==> config.mk <==
export PLATFORM = sky130hd
export DESIGN_NAME = bram_dual_arbiter_flat
export DESIGN_NICKNAME = d
export VERILOG_FILES = /design/src/rtl/bram_dual_arbiter_if.sv /design/src/rtl/bram_dual_arbiter.sv /design/src/flat_wrapper.sv
export SDC_FILE = /design/constraint.sdc
export NUM_CORES = 1
export LEC_CHECK = 0
export CELL_PAD_IN_SITES_DETAIL_PLACEMENT = 2
export CELL_PAD_IN_SITES_GLOBAL_PLACEMENT = 2
export CORE_ASPECT_RATIO = 1.2
export CORE_MARGIN = 3
export CORE_UTILIZATION = 16
export CTS_CLUSTER_SIZE = 14
export DETAILED_ROUTE_END_ITERATION = 10
export PLACE_DENSITY = 0.82
export SYNTH_ARGS = -nofsm -noshare
export SYNTH_HDL_FRONTEND = slang
export SYNTH_SLANG_ARGS = --single-unit
export TNS_END_PERCENT = 10
==> constraint.sdc <==
create_clock -name CLK -period 4.7 [get_ports CLK]
set_input_delay 0.705 -clock CLK [delete_from_list [all_inputs] [get_ports CLK]]
set_output_delay 0.705 -clock CLK [all_outputs]
set_load 0.01 [all_outputs]
==> src/rtl/bram_dual_arbiter_if.sv <==
// Client-side and RAM-side signal bundle for bram_dual_arbiter.
// Handshake: a client holds REQ/ADDR/DATA until it sees its GNT high; the GNT cycle is the transfer.

interface bram_dual_arbiter_if #(
    parameter int ADDR_WIDTH = 10,
    parameter int DATA_WIDTH = 32
);
    logic                  WR_REQ_0;
    logic                  WR_REQ_1;
    logic [ADDR_WIDTH-1:0] WR_ADDR_0;
    logic [ADDR_WIDTH-1:0] WR_ADDR_1;
    logic [DATA_WIDTH-1:0] WR_DATA_0;
    logic [DATA_WIDTH-1:0] WR_DATA_1;
    logic                  WR_GNT_0;
    logic                  WR_GNT_1;
    logic                  RD_REQ_0;
    logic                  RD_REQ_1;
    logic [ADDR_WIDTH-1:0] RD_ADDR_0;
    logic [ADDR_WIDTH-1:0] RD_ADDR_1;
    logic                  RD_GNT_0;
    logic                  RD_GNT_1;
    logic                  RD_VALID_0;
    logic                  RD_VALID_1;
    logic [DATA_WIDTH-1:0] RD_DATA;
    logic                  RAM_WE;
    logic [ADDR_WIDTH-1:0] RAM_WR_ADDR;
    logic [DATA_WIDTH-1:0] RAM_DI;
    logic [ADDR_WIDTH-1:0] RAM_RD_ADDR;
    logic [DATA_WIDTH-1:0] RAM_DO;

    modport slave (
        input  WR_REQ_0, WR_REQ_1, WR_ADDR_0, WR_ADDR_1, WR_DATA_0, WR_DATA_1,
        input  RD_REQ_0, RD_REQ_1, RD_ADDR_0, RD_ADDR_1, RAM_DO,
        output WR_GNT_0, WR_GNT_1, RD_GNT_0, RD_GNT_1, RD_VALID_0, RD_VALID_1, RD_DATA,
        output RAM_WE, RAM_WR_ADDR, RAM_DI, RAM_RD_ADDR
    );

    modport master (
        output WR_REQ_0, WR_REQ_1, WR_ADDR_0, WR_ADDR_1, WR_DATA_0, WR_DATA_1,
        output RD_REQ_0, RD_REQ_1, RD_ADDR_0, RD_ADDR_1, RAM_DO,
        input  WR_GNT_0, WR_GNT_1, RD_GNT_0, RD_GNT_1, RD_VALID_0, RD_VALID_1, RD_DATA,
        input  RAM_WE, RAM_WR_ADDR, RAM_DI, RAM_RD_ADDR
    );
endinterface

==> src/rtl/bram_dual_arbiter.sv <==
// Two-client round-robin arbitration of one BRAM write port and one registered read port,
// with tagged read responses and write-to-read forwarding on same-address collisions.

module bram_dual_arbiter #(
    parameter int ADDR_WIDTH = 10,
    parameter int DATA_WIDTH = 32
) (
    input logic                 CLK,
    input logic                 RESET,
    bram_dual_arbiter_if.slave  bus
);

    logic                  wr_pri;
    logic                  rd_pri;
    logic                  rd_valid_0;
    logic                  rd_valid_1;
    logic                  byp;
    logic [DATA_WIDTH-1:0] byp_data;

    logic                  wr_gnt_0;
    logic                  wr_gnt_1;
    logic                  rd_gnt_0;
    logic                  rd_gnt_1;
    logic                  wr_any;
    logic                  rd_any;
    logic                  collide;
    logic [ADDR_WIDTH-1:0] wr_addr;
    logic [DATA_WIDTH-1:0] wr_data;
    logic [ADDR_WIDTH-1:0] rd_addr;

    // A lone requester always wins; on contention the priority bit picks the client.
    always_comb begin
        wr_gnt_0 = !RESET && bus.WR_REQ_0 && (!bus.WR_REQ_1 || !wr_pri);
        wr_gnt_1 = !RESET && bus.WR_REQ_1 && (!bus.WR_REQ_0 || wr_pri);
        rd_gnt_0 = !RESET && bus.RD_REQ_0 && (!bus.RD_REQ_1 || !rd_pri);
        rd_gnt_1 = !RESET && bus.RD_REQ_1 && (!bus.RD_REQ_0 || rd_pri);
        wr_any   = wr_gnt_0 || wr_gnt_1;
        rd_any   = rd_gnt_0 || rd_gnt_1;
        wr_addr  = wr_gnt_1 ? bus.WR_ADDR_1 : bus.WR_ADDR_0;
        wr_data  = wr_gnt_1 ? bus.WR_DATA_1 : bus.WR_DATA_0;
        rd_addr  = rd_gnt_1 ? bus.RD_ADDR_1 : bus.RD_ADDR_0;
        collide  = wr_any && rd_any && (rd_addr == wr_addr);
    end

    assign bus.WR_GNT_0    = wr_gnt_0;
    assign bus.WR_GNT_1    = wr_gnt_1;
    assign bus.RD_GNT_0    = rd_gnt_0;
    assign bus.RD_GNT_1    = rd_gnt_1;
    assign bus.RAM_WE      = wr_any;
    assign bus.RAM_WR_ADDR = wr_addr;
    assign bus.RAM_DI      = wr_data;
    assign bus.RAM_RD_ADDR = rd_addr;
    assign bus.RD_VALID_0  = rd_valid_0;
    assign bus.RD_VALID_1  = rd_valid_1;
    // The RAM output is undefined after a same-address read-during-write, so substitute the write data.
    assign bus.RD_DATA     = byp ? byp_data : bus.RAM_DO;

    always_ff @(posedge CLK) begin
        if (RESET) begin
            wr_pri     <= 1'b0;
            rd_pri     <= 1'b0;
            rd_valid_0 <= 1'b0;
            rd_valid_1 <= 1'b0;
            byp        <= 1'b0;
        end else begin
            // Priority moves to whichever client just lost (or did not ask).
            if (wr_any) wr_pri <= wr_gnt_0;
            if (rd_any) rd_pri <= rd_gnt_0;
            rd_valid_0 <= rd_gnt_0;
            rd_valid_1 <= rd_gnt_1;
            byp        <= collide;
            if (collide) byp_data <= wr_data;
        end
    end

endmodule

==> src/flat_wrapper.sv <==
// flat-port wrapper written by rule: the top's interface ports become plain ports
module bram_dual_arbiter_flat 
#(
    parameter int ADDR_WIDTH = 10,
    parameter int DATA_WIDTH = 32
)
  (CLK, RESET, bus_WR_REQ_0, bus_WR_REQ_1, bus_WR_ADDR_0, bus_WR_ADDR_1, bus_WR_DATA_0, bus_WR_DATA_1, bus_RD_REQ_0, bus_RD_REQ_1, bus_RD_ADDR_0, bus_RD_ADDR_1, bus_RAM_DO, bus_WR_GNT_0, bus_WR_GNT_1, bus_RD_GNT_0, bus_RD_GNT_1, bus_RD_VALID_0, bus_RD_VALID_1, bus_RD_DATA, bus_RAM_WE, bus_RAM_WR_ADDR, bus_RAM_DI, bus_RAM_RD_ADDR);
  bram_dual_arbiter_if #(.ADDR_WIDTH(ADDR_WIDTH), .DATA_WIDTH(DATA_WIDTH)) bus_i ();
  input logic CLK;
  input logic RESET;
  input wire logic [$bits(bus_i.WR_REQ_0)-1:0] bus_WR_REQ_0;
  input wire logic [$bits(bus_i.WR_REQ_1)-1:0] bus_WR_REQ_1;
  input wire logic [$bits(bus_i.WR_ADDR_0)-1:0] bus_WR_ADDR_0;
  input wire logic [$bits(bus_i.WR_ADDR_1)-1:0] bus_WR_ADDR_1;
  input wire logic [$bits(bus_i.WR_DATA_0)-1:0] bus_WR_DATA_0;
  input wire logic [$bits(bus_i.WR_DATA_1)-1:0] bus_WR_DATA_1;
  input wire logic [$bits(bus_i.RD_REQ_0)-1:0] bus_RD_REQ_0;
  input wire logic [$bits(bus_i.RD_REQ_1)-1:0] bus_RD_REQ_1;
  input wire logic [$bits(bus_i.RD_ADDR_0)-1:0] bus_RD_ADDR_0;
  input wire logic [$bits(bus_i.RD_ADDR_1)-1:0] bus_RD_ADDR_1;
  input wire logic [$bits(bus_i.RAM_DO)-1:0] bus_RAM_DO;
  output wire logic [$bits(bus_i.WR_GNT_0)-1:0] bus_WR_GNT_0;
  output wire logic [$bits(bus_i.WR_GNT_1)-1:0] bus_WR_GNT_1;
  output wire logic [$bits(bus_i.RD_GNT_0)-1:0] bus_RD_GNT_0;
  output wire logic [$bits(bus_i.RD_GNT_1)-1:0] bus_RD_GNT_1;
  output wire logic [$bits(bus_i.RD_VALID_0)-1:0] bus_RD_VALID_0;
  output wire logic [$bits(bus_i.RD_VALID_1)-1:0] bus_RD_VALID_1;
  output wire logic [$bits(bus_i.RD_DATA)-1:0] bus_RD_DATA;
  output wire logic [$bits(bus_i.RAM_WE)-1:0] bus_RAM_WE;
  output wire logic [$bits(bus_i.RAM_WR_ADDR)-1:0] bus_RAM_WR_ADDR;
  output wire logic [$bits(bus_i.RAM_DI)-1:0] bus_RAM_DI;
  output wire logic [$bits(bus_i.RAM_RD_ADDR)-1:0] bus_RAM_RD_ADDR;
  assign bus_i.WR_REQ_0 = bus_WR_REQ_0;
  assign bus_i.WR_REQ_1 = bus_WR_REQ_1;
  assign bus_i.WR_ADDR_0 = bus_WR_ADDR_0;
  assign bus_i.WR_ADDR_1 = bus_WR_ADDR_1;
  assign bus_i.WR_DATA_0 = bus_WR_DATA_0;
  assign bus_i.WR_DATA_1 = bus_WR_DATA_1;
  assign bus_i.RD_REQ_0 = bus_RD_REQ_0;
  assign bus_i.RD_REQ_1 = bus_RD_REQ_1;
  assign bus_i.RD_ADDR_0 = bus_RD_ADDR_0;
  assign bus_i.RD_ADDR_1 = bus_RD_ADDR_1;
  assign bus_i.RAM_DO = bus_RAM_DO;
  assign bus_WR_GNT_0 = bus_i.WR_GNT_0;
  assign bus_WR_GNT_1 = bus_i.WR_GNT_1;
  assign bus_RD_GNT_0 = bus_i.RD_GNT_0;
  assign bus_RD_GNT_1 = bus_i.RD_GNT_1;
  assign bus_RD_VALID_0 = bus_i.RD_VALID_0;
  assign bus_RD_VALID_1 = bus_i.RD_VALID_1;
  assign bus_RD_DATA = bus_i.RD_DATA;
  assign bus_RAM_WE = bus_i.RAM_WE;
  assign bus_RAM_WR_ADDR = bus_i.RAM_WR_ADDR;
  assign bus_RAM_DI = bus_i.RAM_DI;
  assign bus_RAM_RD_ADDR = bus_i.RAM_RD_ADDR;
  bram_dual_arbiter #(.ADDR_WIDTH(ADDR_WIDTH), .DATA_WIDTH(DATA_WIDTH)) u_core (.CLK(CLK), .RESET(RESET), .bus(bus_i));
endmodule
==> flow_summary.yaml <==
synth:
  synth_seq_cells: 37
  ys_types: 27
  yosysSeqAreaShare_pct: 45.1
  synth_nets: 371
  synth_cells: 229
  yosysWarnings: 0
  synth-async-reset-ratio_pct: 0
  syn_avg_cell_area_um2: 10.3
  synth-main-ff-cell: "edfxtp_1"
  synth_area_um2: 2350
  synth_edf_count: 32
routing:
  vias: 2620
  wl_um: 11900
  dr.pass1.iters: 3
  viasPerCell: 4.14
  drtAntennaViolNets: 0
  detail_route.wl_per_cell_um: 18.7
  drc_errors: 0
  dr.first_iter.drc_count: 42
clock_tree:
  cts_tree: "done"
  htreeDepth: 2
  cts_made_buffers: 5
  cts-resized-gates: 0
  post_cts_buffers: 0
  clockBufferDepth: 2
  cts.sinks: 37
  cts-root-buf: "clkbuf_16"
  ctsHoldBuffers: 0
  insertion_delay_ps: 280
  path_clk_slew_ps: 50
critical_path:
  arrival_ps: 3310
  cp.required_ps: 3990
  rrSetupSlack_ps: 1640
  reg2reg_from: "u_core.wr_pri"
  end_kind: "primary output"
  r2r_cells: 7
  start_kind: "input pin"
  crit_type: "input pin to primary output"
  r2r_end: "u_core.byp_data[3]"
  crit_fanout: 32
floorplanning:
  ios: 233
  fp.dieH_um: 139
  initial_utilization_pct: 16.7
  rows: 47
  die-area_um2: 16200
  die_w_um: 117
  core_area_um2: 14100
sta:
  fmax_mhz: 249
  finalHoldViolCount: 0
  setup_violations: 0
  maxSlewViolCount: 0
  fin_skew_ps: 9.86
  timing.final.crit_share_pct: 85.3
  rsz0062_at_grt: "no"
  hold-worst-slack_ps: 512
  finalCriticalPeriod_ps: 4010
  slew_headroom_pct: 42.2
  worst_slew_pin_slew_ps: 868
  setup_tns_ps: 0
pwr:
  vdd_drop_max_mv: 0.121
  power_density_nw_per_um2: 213
  switchingPower_w: 0.000275
  p_comb_share_pct: 34.6
  power_w: 0.00107
  p_seq_share_pct: 34.0
  clockPowerShare_pct: 31.4
  p_int_w: 0.000793
  power.leakage_nw: 1.94
  swShare_pct: 25.7
global_route:
  grt_pass1_wl_um: 17700
  grt_pass1_vias: 3116
  grt_max_degree: 33
  track_usage_pct: 14.4
  antenna_found_initial: 0
  grt.overflow.total: 0
place:
  io_buffers: 232
  gp_congestion: 0.733
  dpl.cell_count: 625
  dp_hpwl_um: 9870
hold_path:
  hold_end: "u_core.wr_pri"
  whs_path_depth: 1
  min_path_type: "register to register"
  hold_start: "u_core.wr_pri"
run:
  cap_violations: 0
finish:
  final_layout_size_suffix_gt1_share_pct: 15.8
  final_cell_mix: "clkdlybuf4s50_1, nand2_1, mux2_2"
  nFillCells: 1572
  nets: 603
  syn_to_final_growth_pct: 113
  mostFrequentLayoutCell: "clkdlybuf4s50_1"
  num_antenna_cells: 0
  final_cells: 633
outcome:
  outcome: "finished clean"
stage by stage:
| step | util (%) | setup WS (ps) | instance area, um2 |
|---|---|---|---|
| after floorplan | - | 1470 | 2350 |
| after detailed placement | 34.5 | 543 | 4870 |
| final | 35.5 | 689 | 5010 |
| after CTS | 35.5 | 558 | 5010 |
| after global routing | 35.5 | 402 | 5010 |
| after global placement | 34.5 | 720 | 4870 |
power by group through the flow:
stage	Combinational, W	Clock (W)	Sequential (W)
2_1_floorplan	0.000121	0	0.000370
3_3_place_gp	0.000365	0	0.000370
3_5_place_dp	0.000375	0	0.000370
4_1_cts	0.000377	0.000351	0.000363
5_1_grt	0.000399	0.000363	0.000363
6_report	0.000369	0.000336	0.000363
worst max path at each step:
stage / startpoint / slack (ps) / to / cells after the start
after floorplan: bus_RD_REQ_0 / 1470 / u_core.byp_data[0] / 7
after global placement: RESET / 720 / bus_RAM_DI[9] / 7
after detailed placement: RESET / 540 / u_core.byp_data[28] / 7
after CTS: RESET / 560 / bus_RAM_DI[29] / 7
after global routing: RESET / 400 / bus_RAM_DI[9] / 7
final: RESET / 690 / bus_RAM_DI[29] / 7
layer usage:
layer  vias up  share of wire (%)  wire length (um)  global-route usage (%)
li1       1244                  -                 -                       -
met1      1243                 35              4110                    14.3
met2       121                 57              6740                    28.3
met3        12                6.4               753                    3.32
met4         0                2.1               252                    4.35
met5         -                  0                 0                       0
synthesized netlist by cell type (2+ instances only):
master	instances	area share [%]
dfxtp_1	5	4.3
nor4_2	2	1.1
edfxtp_1	32	41
mux2_2	45	22
a211oi_1	2	0.64
buf_6	2	0.96
nor2_1	2	0.32
mux2_4	6	3.8
xor2_1	10	3.7
and3_1	2	0.53
buf_1	6	0.96
inv_1	2	0.32
nand2_1	96	15
clkbuf_1	4	0.64
area by class of cell:
type                            instances  area, um2  share of cell area (%)
Clock inverter                          3       17.5                   0.350
Clock buffer                            5        125                    2.50
Timing Repair Buffer                  237       2360                    47.1
Multi-Input combinational cell        178       1220                    24.4
Inverter                                2       7.51                   0.150
Tap cell                              171        214                    4.27
Sequential cell                        37       1060                    21.2
sequential cells by signal, summed over array words and instances (netlist names):
signal	flops
u_core.bus.RD_VALID_0	1
u_core.bus.RD_VALID_1	1
u_core.byp	1
u_core.byp_data	32
u_core.rd_pri	1
u_core.wr_pri	1
critical path: stages:
cell and delay (ps):
clkdlybuf4s50_1 560, nand3b_4 520, inv_1 320, buf_4 390
nand2_1 110, nand2_1 100, clkdlybuf4s50_1 570
cells by family (layout without fill, tap and decap cells):
kind of cell    after synthesis  count (layout)  share of synthesized area (%)
compound gates                6               6                           1.81
simple gates                110             110                           20.6
flops                        37              37                           45.1
mux                          52              52                           25.9
xor+xnor                     10              10                           3.72
buf+inv                      14             247                           2.87
No activity file was read; power rests on OpenSTA's default activity.
